`config.mk`:
```
export PLATFORM = sky130hd
export DESIGN_NAME = store_data_gen
export DESIGN_NICKNAME = d
export VERILOG_FILES = /design/src/rtl/store_data_gen.sv
export SDC_FILE = /design/constraint.sdc
export NUM_CORES = 1
export LEC_CHECK = 0
export CORE_UTILIZATION = 40
export DETAILED_ROUTE_END_ITERATION = 8
export DONT_BUFFER_PORTS = 1
export GPL_TIMING_DRIVEN = 0
export PLACE_DENSITY = 0.63
export SYNTH_ARGS = -nofsm -noshare
export SYNTH_HDL_FRONTEND = slang
export SYNTH_SLANG_ARGS = --single-unit
```
`constraint.sdc`:
```
create_clock -name clk_i -period 1.2 [get_ports clk_i]
set_input_delay 0.06 -clock clk_i [delete_from_list [all_inputs] [get_ports clk_i]]
set_output_delay 0.06 -clock clk_i [all_outputs]
set_load 0.02 [all_outputs]
```
`src/rtl/store_data_gen.sv`:
```
// Store data generator: turns SB/SH/SW requests into byte-lane-aligned SRAM write beats.
// Define STORE_MISALIGN_SPLIT_EN to split word-crossing stores into two beats; otherwise they are rejected.
`ifndef DATA_WIDTH
`define DATA_WIDTH 32
`endif

module store_data_gen #(
    parameter int ADDR_WIDTH = 32
) (
    input  logic                      clk_i,
    input  logic                      rst_n_i,
    input  logic                      req_valid_i,
    output logic                      req_ready_o,
    input  logic [2:0]                funct3_i,
    input  logic [ADDR_WIDTH-1:0]     addr_i,
    input  logic [`DATA_WIDTH-1:0]    StoreData_i,
    output logic                      mem_cs_o,
    output logic [ADDR_WIDTH-1:0]     mem_addr_o,
    output logic [`DATA_WIDTH/8-1:0]  mem_we_o,
    output logic [`DATA_WIDTH-1:0]    mem_wdata_o,
    output logic                      done_o,
    output logic                      err_o
);

`ifdef STORE_MISALIGN_SPLIT_EN
    typedef enum logic [1:0] {IDLE = 2'd0, BEAT0 = 2'd1, BEAT1 = 2'd2} state_t;
`else
    typedef enum logic [1:0] {IDLE = 2'd0, BEAT0 = 2'd1} state_t;
`endif

    // Eight-lane mask spanning the addressed word and the next one.
    function automatic logic [7:0] byte_mask(input logic [2:0] size, input logic [1:0] off);
        logic [7:0] m;
        case (size)
            3'd0:    m = 8'b0000_0001;
            3'd1:    m = 8'b0000_0011;
            default: m = 8'b0000_1111;
        endcase
        return m << off;
    endfunction

    function automatic logic [31:0] lane_data(input logic [2:0] size, input logic [31:0] sd,
                                              input logic [1:0] off, input logic hi);
        logic [63:0] d;
        case (size)
            3'd0:    d = {56'd0, sd[7:0]};
            3'd1:    d = {48'd0, sd[15:0]};
            default: d = {32'd0, sd};
        endcase
        d = d << {off, 3'b000};
        return hi ? d[63:32] : d[31:0];
    endfunction

    state_t                  state_q, state_d;
    logic                    mem_cs_q, mem_cs_d;
    logic [ADDR_WIDTH-1:0]   mem_addr_q, mem_addr_d;
    logic [3:0]              mem_we_q, mem_we_d;
    logic [31:0]             mem_wdata_q, mem_wdata_d;
    logic                    done_q, done_d;
    logic                    err_q, err_d;
    logic [7:0]              mask_s;
    logic                    split_s;
    logic                    legal_s;
    logic [ADDR_WIDTH-1:0]   base_s;
`ifdef STORE_MISALIGN_SPLIT_EN
    logic                    split_q, split_d;
    logic [ADDR_WIDTH-1:0]   hi_addr_q, hi_addr_d;
    logic [3:0]              hi_we_q, hi_we_d;
    logic [31:0]             hi_wdata_q, hi_wdata_d;
`endif

    // Request decode: lane mask, split detection and legality.
    always_comb begin
        mask_s  = byte_mask(funct3_i, addr_i[1:0]);
        split_s = |mask_s[7:4];
        base_s  = {addr_i[ADDR_WIDTH-1:2], 2'b00};
`ifdef STORE_MISALIGN_SPLIT_EN
        legal_s = (funct3_i <= 3'd2);
`else
        legal_s = (funct3_i <= 3'd2) && !split_s;
`endif
    end

    // Next state and next registered outputs; outputs default to zero outside beats.
    always_comb begin
        state_d     = state_q;
        mem_cs_d    = 1'b0;
        mem_addr_d  = '0;
        mem_we_d    = 4'b0000;
        mem_wdata_d = 32'd0;
        done_d      = 1'b0;
        err_d       = 1'b0;
`ifdef STORE_MISALIGN_SPLIT_EN
        split_d     = split_q;
        hi_addr_d   = hi_addr_q;
        hi_we_d     = hi_we_q;
        hi_wdata_d  = hi_wdata_q;
`endif
        case (state_q)
            IDLE: begin
                if (req_valid_i && legal_s) begin
                    state_d     = BEAT0;
                    mem_cs_d    = 1'b1;
                    mem_addr_d  = base_s;
                    mem_we_d    = mask_s[3:0];
                    mem_wdata_d = lane_data(funct3_i, StoreData_i, addr_i[1:0], 1'b0);
                    done_d      = !split_s;
`ifdef STORE_MISALIGN_SPLIT_EN
                    split_d     = split_s;
                    hi_addr_d   = base_s + {{(ADDR_WIDTH-3){1'b0}}, 3'b100};
                    hi_we_d     = mask_s[7:4];
                    hi_wdata_d  = lane_data(funct3_i, StoreData_i, addr_i[1:0], 1'b1);
`endif
                end else if (req_valid_i) begin
                    err_d = 1'b1;
                end else begin
                    state_d = IDLE;
                end
            end
            BEAT0: begin
`ifdef STORE_MISALIGN_SPLIT_EN
                if (split_q) begin
                    state_d     = BEAT1;
                    mem_cs_d    = 1'b1;
                    mem_addr_d  = hi_addr_q;
                    mem_we_d    = hi_we_q;
                    mem_wdata_d = hi_wdata_q;
                    done_d      = 1'b1;
                end else begin
                    state_d = IDLE;
                end
`else
                state_d = IDLE;
`endif
            end
`ifdef STORE_MISALIGN_SPLIT_EN
            BEAT1: begin
                state_d = IDLE;
            end
`endif
            default: begin
                state_d = IDLE;
            end
        endcase
    end

    // State and output registers with synchronous active-low reset.
    always_ff @(posedge clk_i) begin
        if (!rst_n_i) begin
            state_q     <= IDLE;
            mem_cs_q    <= 1'b0;
            mem_addr_q  <= '0;
            mem_we_q    <= 4'b0000;
            mem_wdata_q <= 32'd0;
            done_q      <= 1'b0;
            err_q       <= 1'b0;
`ifdef STORE_MISALIGN_SPLIT_EN
            split_q     <= 1'b0;
            hi_addr_q   <= '0;
            hi_we_q     <= 4'b0000;
            hi_wdata_q  <= 32'd0;
`endif
        end else begin
            state_q     <= state_d;
            mem_cs_q    <= mem_cs_d;
            mem_addr_q  <= mem_addr_d;
            mem_we_q    <= mem_we_d;
            mem_wdata_q <= mem_wdata_d;
            done_q      <= done_d;
            err_q       <= err_d;
`ifdef STORE_MISALIGN_SPLIT_EN
            split_q     <= split_d;
            hi_addr_q   <= hi_addr_d;
            hi_we_q     <= hi_we_d;
            hi_wdata_q  <= hi_wdata_d;
`endif
        end
    end

    assign req_ready_o = (state_q == IDLE);
    assign mem_cs_o    = mem_cs_q;
    assign mem_addr_o  = mem_addr_q;
    assign mem_we_o    = mem_we_q;
    assign mem_wdata_o = mem_wdata_q;
    assign done_o      = done_q;
    assign err_o       = err_q;

endmodule

```
==> flow_metrics.tcl, run 1 <==
set metrics [dict create \
    wl_um 6760 \
    fin_ws_ns 0.0400 \
    synth-edff-count 0 \
    crit_buf_inv 2 \
    wl_per_cell_um 17.9 \
    ant_nets 0 \
    synth_compound_area_share_pct 9.72 \
    finalSetupTns_ns 0 \
    power_density_nw_per_um2 1430 \
    via_count 1854 \
    synth_seq_cells 70 \
    fin_crit_ns 1.16 \
    yosys.area_share.simple_pct 22.1 \
    synthDistinctLibCells 29 \
    grt_pass1_vias 1837 \
    initial_core_util_pct 41.9 \
    critical-path-max-stage-delay_ns 0.57 \
    required_ns 1.42 \
    skew_ns 0.00659 \
    worstPathArrival_ns 1.38 \
    antenna_found_initial 0 \
    tritoncts "done" \
    preCtsSetupSlack_ns -0.197 \
    drtIter0Drc 73 \
    synthAdderAreaFrac_pct 0 \
    drcViolationCount 0 \
    synthTopCellsByArea "dfxtp_1 (56%), and2_1 (9.0%), a22oi_1 (4.8%), nor2_1 (4.2%), mux2_2 (3.6%)" \
    fillers 535 \
    grt_setup_unrepaired "true" \
    irDropWorstVdd_mv 0.813 \
    startpoint_type "input pin" \
    critPathSlowestCell "dlygate4sd3_1" \
    min_path_type "input pin to flip-flop" \
    track_usage_pct 20.5 \
    synthXorXnorAreaFrac_pct 0 \
    syn-cell-area_um2 2500 \
    cts_buffers 9 \
    rows 28 \
    r2r_cells 3 \
    avgSynthCellArea_um2 10.7 \
    netlist_top_cells_count "dfxtp_1 (70), and2_1 (36), nor2_1 (28)" \
    nets 368 \
    core_area_um2 5960 \
    cts_buffer_depth 2 \
    slew_viol_final 0 \
    vias_per_cell 4.90 \
    place_inst 309 \
    tightest_slew_ns 0.658 \
    grt_pass1_wl_um 9720 \
    drv_cap 0 \
    cts-root-buf "clkbuf_8" \
    hpwl_um 4410 \
    antenna_cells 0 \
    path_cells "dlygate4sd3_1, nor2_2, dlygate4sd3_1, a21oi_1" \
    port_buffers 0 \
    area_delta_synth_final_pct 34.6 \
    hold_depth 3 \
    grt-ovfl-total 0 \
    gp_congestion 0.824 \
    timing.fmax_mhz 862 \
    drive_above_1_share_pct 17.5 \
    cp_max_fo 6 \
    setup_viol 0 \
    finalNonFillerCells 378 \
    critical_path_depth 4 \
    finalCritPeriodShare_pct 96.7 \
    synth.largest_area_cell "dfxtp_1" \
    ys.flop_type "dfxtp_1" \
    yosysWarnings 0 \
    die_w_um 81.0 \
    yosysMostFrequentCell "dfxtp_1" \
    clock_latency_ns 0.34 \
    cts_sinks 70 \
    power_leakage_nw 1.40 \
    io_pins 142 \
    htreeDepth 3 \
    status "finished, final reports clean" \
    post-cts-setup-buffers 0 \
    end_kind "flip-flop" \
    muxShareOfSynthArea_pct 6.82 \
    clk_pin_slew_worst_paths_ns 0.07 \
    synthCells 233 \
    die_h_um 81.0 \
    crit_family "buffers and inverters" \
    synth.top_cell.area_share_pct 56.1 \
    dieArea_um2 6560 \
    grt_max_degree 14 \
    hold_viol 0 \
    synth_top_family_by_area "simple AND/OR/NAND/NOR gates" \
    firstDrtPassIters 4 \
    async_reset_ff_share_pct 0 \
    seq_area_frac_synth_pct 56.1 \
    relSlewSlack_pct 55.7 \
    crit_type "input pin to flip-flop" \
    cpMostUsedCell "dlygate4sd3_1" \
]
## repair_timing
item                                    in CTS  in global routing
hold buffers                                52                  0
gates resized for setup                      5                  5
pin swaps                                    0                  2
endpoints found under the hold margin       57                  0
endpoints found under the setup margin       8                 37
gates cloned                                 1                  0
## cells in the final DEF, fill, tap and decap left out, types with 2 or more instances in the layout
master and n:
a211oi_1 2, a21oi_1 2, mux2_2 8, clkbuf_1 2, o21ai_0 3, and3_1 3
nor2b_1 9, conb_1 2, buf_4 2, nor3_1 10, clkinv_2 2, buf_2 6
a2bb2oi_1 8, mux2i_1 8, nor2_1 25, dfxtp_1 69, clkbuf_8 9, a22oi_1 16
inv_2 2, dlygate4sd3_1 52, buf_6 5, nor2_2 3, and2_1 35, clkinv_4 2
inv_1 2
## tightest hold or removal path: stages
cell and delay (ns):
mux2_2 0.12, a22oi_1 0.05, nor2_1 0.07
## sequential cells by signal (all words and copies together), names as in the netlist
| signal | cells |
|---|---|
| state_q | 1 |
| err_o | 1 |
| mem_wdata_o | 32 |
| mem_we_o | 4 |
| mem_cs_o | 1 |
| mem_addr_o | 30 |
| done_o | 1 |
## per-layer routing
layer / wire [um] / GRT usage (%) / share of wire (%) / vias up
met3: 623 / 8.20 / 9.2 / 7
met5: 0 / 0 / 0 / -
met4: 77 / 7.50 / 1.1 / 0
met2: 3300 / 33.7 / 49 / 87
met1: 2760 / 23.8 / 41 / 844
li1: - / - / - / 916
## report_power, final
part / leakage, nW / total, mW / switching [mW] / internal, mW
clock: 0.0996 / 1.87 / 0.900 / 0.966
combinational: 0.736 / 0.482 / 0.212 / 0.270
sequential: 0.567 / 2.46 / 0.0854 / 2.37
total: 1.40 / 4.81 / 1.20 / 3.61
## worst paths after layout
kind,from,to,slack [ns]
setup / recovery,funct3_i[2],mem_we_o[3],0.04
hold / removal,StoreData_i[25],mem_wdata_o[25],0.005
setup reg to reg,state_q[0],mem_wdata_o[12],0.04
hold reg to reg,state_q[0],err_o,0.63
## metrics by stage
step                      util [%]  area, um^2  hold slack, ns  power [mW]
final                         56.4        3360         0.00518        4.81
after global routing          56.4        3360          0.0145        4.99
after CTS                     56.3        3350        0.000492        4.85
after detailed placement      43.6        2590           0.185        2.83
after global placement        43.6        2590           0.182        2.82
after floorplan                  -        2500           0.182        2.77
## kinds of logic (layout without fill, tap and decap cells)
family,after synthesis,after routing
AND/OR/NAND/NOR,94,95
multiplexers,16,16
AO/OA/AOI/OAI,32,32
other,1,2
buffers and inverters,20,88
flip-flops,70,70
## cell type report
cell class / instances / area, um^2 / area share, %
sequential: 70 / 1400 / 41.8
multi-input combinational: 145 / 1020 / 30.3
timing repair buffer: 52 / 520 / 15.5
clock buffer: 9 / 124 / 3.69
buffer: 16 / 113 / 3.35
tap: 75 / 93.8 / 2.79
clock inverter: 7 / 73.8 / 2.20
inverter: 4 / 15.0 / 0.447
(Power assumes the default switching activity.)
==> run 2: changes to the inputs <==
- CORE_UTILIZATION: 40 -> 42
- PLACE_DENSITY: 0.63 -> 0.66
==> run 2 against run 1 <==
Register-to-register slack hardly changed. Clock-buffer cell count up 2. Die area decreased by 4.6%. Worst hold slack improved by 0.00068 ns. Setup slack got worse by 0.027 ns. Sequential share of layout area down 0.51 points. Combinational power hardly changed. First-iteration DRC count rose by 9.6%. Non-clock buffer count stayed put. Sequential cell count unchanged. Critical path type unchanged. Highest routed layer unchanged.
==> flow_metrics.tcl, run 2 (same netlist as run 1, synthesis figures left out) <==
set metrics [dict create \
    skew_ns 0.00679 \
    grt_pass1_vias 1832 \
    grt-ovfl-total 0 \
    power_leakage_nw 1.42 \
    crit_type "input pin to flip-flop" \
    hold_viol 0 \
    met2WireLength_um 3210 \
    clock_latency_ns 0.33 \
    wl_met1_um 2770 \
    cts_buffer_depth 2 \
    rows 27 \
    status "finished, final reports clean" \
    grt_setup_unrepaired "true" \
    nets 368 \
    setup_viol 0 \
    die_h_um 79.1 \
    track_usage_pct 20.7 \
    io_pins 142 \
    core_area_um2 5610 \
    final_common_cell "dfxtp_1" \
    most-common-layout-cells "dfxtp_1 (69), dlygate4sd3_1 (52), and2_1 (36)" \
    dieArea_um2 6260 \
    cts_buffers 9 \
    ant_nets 0 \
    clk_pin_slew_worst_paths_ns 0.07 \
    worstPathArrival_ns 1.40 \
    required_ns 1.41 \
    largest_register_ffs 32 \
    dr.max_layer_used "met4" \
    drtIter0Drc 80 \
    cts-root-buf "clkbuf_8" \
    via_count 1891 \
    fillers 480 \
    final_core_util_pct 60.6 \
    tightest_slew_ns 0.731 \
    firstDrtPassIters 5 \
    wl_um 6760 \
    area_delta_synth_final_pct 36.2 \
    wl_met3_um 596 \
    power_density_nw_per_um2 1540 \
    grt_max_degree 13 \
    antenna_found_initial 0 \
    slew_viol_final 0 \
    place_inst 306 \
    drv_cap 0 \
    drcViolationCount 0 \
    timing.fmax_mhz 843 \
    cp_max_fo 6 \
    post-cts-setup-buffers 0 \
    min_path_type "input pin to flip-flop" \
    initial_core_util_pct 44.5 \
    wl_per_cell_um 18.0 \
    tritoncts "done" \
    end_kind "flip-flop" \
    die_w_um 79.1 \
    irDropWorstVdd_mv 0.886 \
    finalNonFillerCells 375 \
    antenna_cells 0 \
    gp_congestion 0.886 \
    htreeDepth 3 \
    cts_sinks 70 \
    vias_per_cell 5.04 \
    finalCritPeriodShare_pct 98.9 \
    startpoint_type "input pin" \
    drive_above_1_share_pct 16.2 \
    relSlewSlack_pct 50.8 \
    port_buffers 0 \
    finalSetupTns_ns 0 \
    hpwl_um 4270 \
    fin_crit_ns 1.19 \
    grt_pass1_wl_um 9570 \
]
==> run 2: timing repair <==
action / in CTS / in global routing
hold buffers: 51 / 1
endpoints found under the hold margin: 57 / 4
setup endpoints to repair: 7 / 11
gates resized for setup: 4 / 3
cloned: 0 / 1
pin swaps: 1 / 1
==> run 2: where the power goes <==
part           internal [mW]  leakage, nW  switching (mW)
Combinational          0.270        0.733           0.212
Clock                   1.44        0.120           0.867
Sequential              2.37        0.567          0.0858
==> run 2: area by class of cell <==
type / count / area (um^2) / area share, %
Tap cell: 72 / 90.1 / 2.65
Buffer: 16 / 113 / 3.31
Multi-Input combinational cell: 145 / 1010 / 29.8
Timing Repair Buffer: 52 / 520 / 15.3
Sequential cell: 70 / 1400 / 41.2
Clock inverter: 5 / 106 / 3.13
Clock buffer: 11 / 141 / 4.16
Inverter: 4 / 15.0 / 0.442
==> run 2: stage by stage <==
step           hold slack [ns]  area, um^2  setup WS (ns)  total power [mW]
6_report               0.00585        3400         0.0133              5.25
5_1_grt                0.00742        3400        -0.0269              5.45
4_1_cts                0.00237        3370         0.0583              5.26
3_5_place_dp             0.185        2590         -0.183              2.83
3_3_place_gp             0.182        2590         -0.183              2.82
2_1_floorplan            0.182        2500         0.0573              2.77
==> run 2: path summary, 6_finish.rpt <==
path	start	endpoint	slack, ns	depth (start not counted)
setup / recovery	funct3_i[2]	mem_we_o[3]	0.01	4
hold / removal	StoreData_i[28]	mem_wdata_o[28]	0.006	3
setup reg to reg	state_q[0]	mem_wdata_o[2]	0.04	4
hold reg to reg	state_q[0]	err_o	0.62	2
==> run 2: routing by layer <==
layer / vias to the layer above / global-route usage [%]
met4: 0 / 9.27
met3: 17 / 7.47
li1: 914 / -
met5: - / 0
met1: 849 / 24.0
met2: 111 / 34.1
==> run 2: worst max-delay path: stages <==
cell and delay (ns):
dlygate4sd3_1 0.55, nor2_1 0.16, dlygate4sd3_1 0.57, a21oi_1 0.06
==> run 3: changes to the inputs <==
==> constraint.sdc (replaced) <==
create_clock -name clk_i -period 1.2 [get_ports clk_i]
set_input_delay 0.3 -clock clk_i [delete_from_list [all_inputs] [get_ports clk_i]]
set_output_delay 0.3 -clock clk_i [all_outputs]
set_load 0.02 [all_outputs]
==> run 3 against run 2 <==
Core utilization down 9.7 points. Clock skew down 0.0033 ns. First-iteration DRC count decreased by 1.3%. Via count shrank 9.1%. Clock-buffer cell count decreased by 2. Total power decreased by 12%. Critical endpoint is now mem_wdata_o[6]. Largest cell class unchanged.
==> flow_metrics.tcl, run 3 (same netlist as run 1, synthesis figures left out) <==
set metrics [dict create \
    cts-root-buf "clkbuf_8" \
    drtIter0Drc 79 \
    holdBufCountCts 0 \
    area_delta_synth_final_pct 14.5 \
    power_frac_seq_pct 53.0 \
    critical_path_depth 4 \
    hold_depth 1 \
    crit_type "flip-flop to flip-flop" \
    combPwrFrac_pct 7.4 \
    slew_viol_final 0 \
    grt_pass1_wl_um 8690 \
    clock_latency_ns 0.34 \
    antenna_found_initial 0 \
    hpwl_um 4410 \
    nets 316 \
    timing.fmax_mhz 900 \
    core_area_um2 5610 \
    crit_start "state_q[0]" \
    min_path_type "input pin to flip-flop" \
    worstPathArrival_ns 1.39 \
    grt_setup_unrepaired "false" \
    htreeDepth 3 \
    path_cells "nor2b_4, nand4b_4, nor2_4, and2_1" \
    required_ns 1.48 \
    reg2reg_from "state_q[0]" \
    ant_nets 0 \
    dieArea_um2 6260 \
    grt_pass1_vias 1608 \
    die_w_um 79.1 \
    power_leakage_nw 1.19 \
    irDropWorstVdd_mv 0.856 \
    status "finished, final reports clean" \
    tritoncts "done" \
    vias_per_cell 5.32 \
    port_buffers 0 \
    p_sw_mw 1.14 \
    critPathCapture "mem_wdata_o[6]" \
    fin_ws_ns 0.0893 \
    cts_sinks 70 \
    initial_core_util_pct 44.5 \
    hold_ws_ns 0.0768 \
    crit_family "simple AND/OR/NAND/NOR gates" \
    wl_um 6030 \
    skew_ns 0.00345 \
    via_count 1719 \
    clk_pin_slew_worst_paths_ns 0.07 \
    power_density_nw_per_um2 1620 \
    fin_crit_ns 1.11 \
    post-cts-setup-buffers 0 \
    firstDrtPassIters 4 \
    r2r-end "mem_wdata_o[6]" \
    crit_buf_inv 0 \
    r2r_cells 4 \
    largest_register_ffs 32 \
    setup_viol 0 \
    preCtsSetupSlack_ns -0.354 \
    relSlewSlack_pct 55.3 \
    die_h_um 79.1 \
    final_common_cell "dfxtp_1" \
    rows 27 \
    drive_above_1_share_pct 22.3 \
    startpoint_type "flip-flop" \
    antenna_cells 0 \
    sw_frac_of_total_pct 24.5 \
    hold_viol 0 \
    track_usage_pct 18.9 \
    finalCritPeriodShare_pct 92.6 \
    r2r_slack_ns 0.09 \
    drcViolationCount 0 \
    pwr-share-clk_pct 39.6 \
    grt-ovfl-total 0 \
    p_int_mw 3.50 \
    tightest_slew_ns 0.667 \
    drv_cap 0 \
    critical-path-max-stage-delay_ns 0.34 \
    cp_max_fo 6 \
    grt_max_degree 14 \
    io_pins 142 \
    wl_per_cell_um 18.7 \
    end_kind "flip-flop" \
    cts_buffer_depth 2 \
    cts_buffers 9 \
    most-common-layout-cells "dfxtp_1 (69), and2_1 (36), nor2_1 (27)" \
    gp_congestion 0.868 \
    critPathSlowestCell "dfxtp_2" \
]
==> run 3: cell types whose count changed in the layout (fill, tap and decap cells not counted), sizes merged <==
cell	delta
buf	-1
bufinv	-2
clkinv	+2
inv	+1
dlygate4sd3	-52
clkbuf	-1
clkinvlp	+1
==> run 3: what timing repair did <==
action | 4_1_cts | 5_1_grt
pin swaps | 0 | 1
gates cloned | 0 | 1
endpoints found under the setup margin | 13 | 22
gates resized for setup | 3 | 8
==> run 3: layout make-up <==
cell class / instances / area, um^2
clock inverter: 7 / 72.6
tap: 72 / 90.1
multi-input combinational: 145 / 1030
sequential: 70 / 1400
inverter: 4 / 17.5
clock buffer: 9 / 124
buffer: 16 / 121
fill: 518 / 2750
==> run 3: power groups by stage <==
stage	clock network, mW	logic [mW]	registers (mW)
detailed placement	0	0.321	2.51
CTS	1.89	0.327	2.46
floorplan	0	0.268	2.51
global placement	0	0.317	2.51
finish	1.84	0.343	2.46
global route	2.00	0.373	2.46
==> run 3: how the worst min path moves through the flow <==
| stage | start | to | slack (ns) |
|---|---|---|---|
| 2_1_floorplan | addr_i[10] | mem_addr_o[10] | 0.42 |
| 3_3_place_gp | addr_i[8] | mem_addr_o[8] | 0.42 |
| 3_5_place_dp | addr_i[23] | mem_addr_o[23] | 0.42 |
| 4_1_cts | addr_i[4] | mem_addr_o[4] | 0.06 |
| 5_1_grt | addr_i[15] | mem_addr_o[15] | 0.06 |
| 6_report | addr_i[3] | mem_addr_o[3] | 0.08 |
==> run 3: per-stage QoR <==
| step | utilization (%) | cell area [um^2] | setup TNS [ns] | std cells | total power, mW |
|---|---|---|---|---|---|
| after CTS | 50.3 | 2820 | 0 | 322 | 4.67 |
| after global routing | 51.0 | 2860 | 0 | 323 | 4.84 |
| after floorplan | - | 2520 | -0.639 | 234 | 2.77 |
| final | 51.0 | 2860 | 0 | 323 | 4.64 |
| after detailed placement | 46.6 | 2610 | -9.88 | 306 | 2.83 |
| after global placement | 46.6 | 2610 | -8.69 | 306 | 2.83 |
==> run 3: layer usage <==
layer / part of all wire [%] / GRT usage [%] / wire [um] / vias to the layer above
met2: 48 / 29.2 / 2890 / 104
li1: - / - / - / 811
met5: 0 / 0 / 0 / -
met1: 39 / 22.2 / 2370 / 795
met3: 11 / 8.05 / 669 / 9
met4: 1.6 / 10.0 / 99 / 0
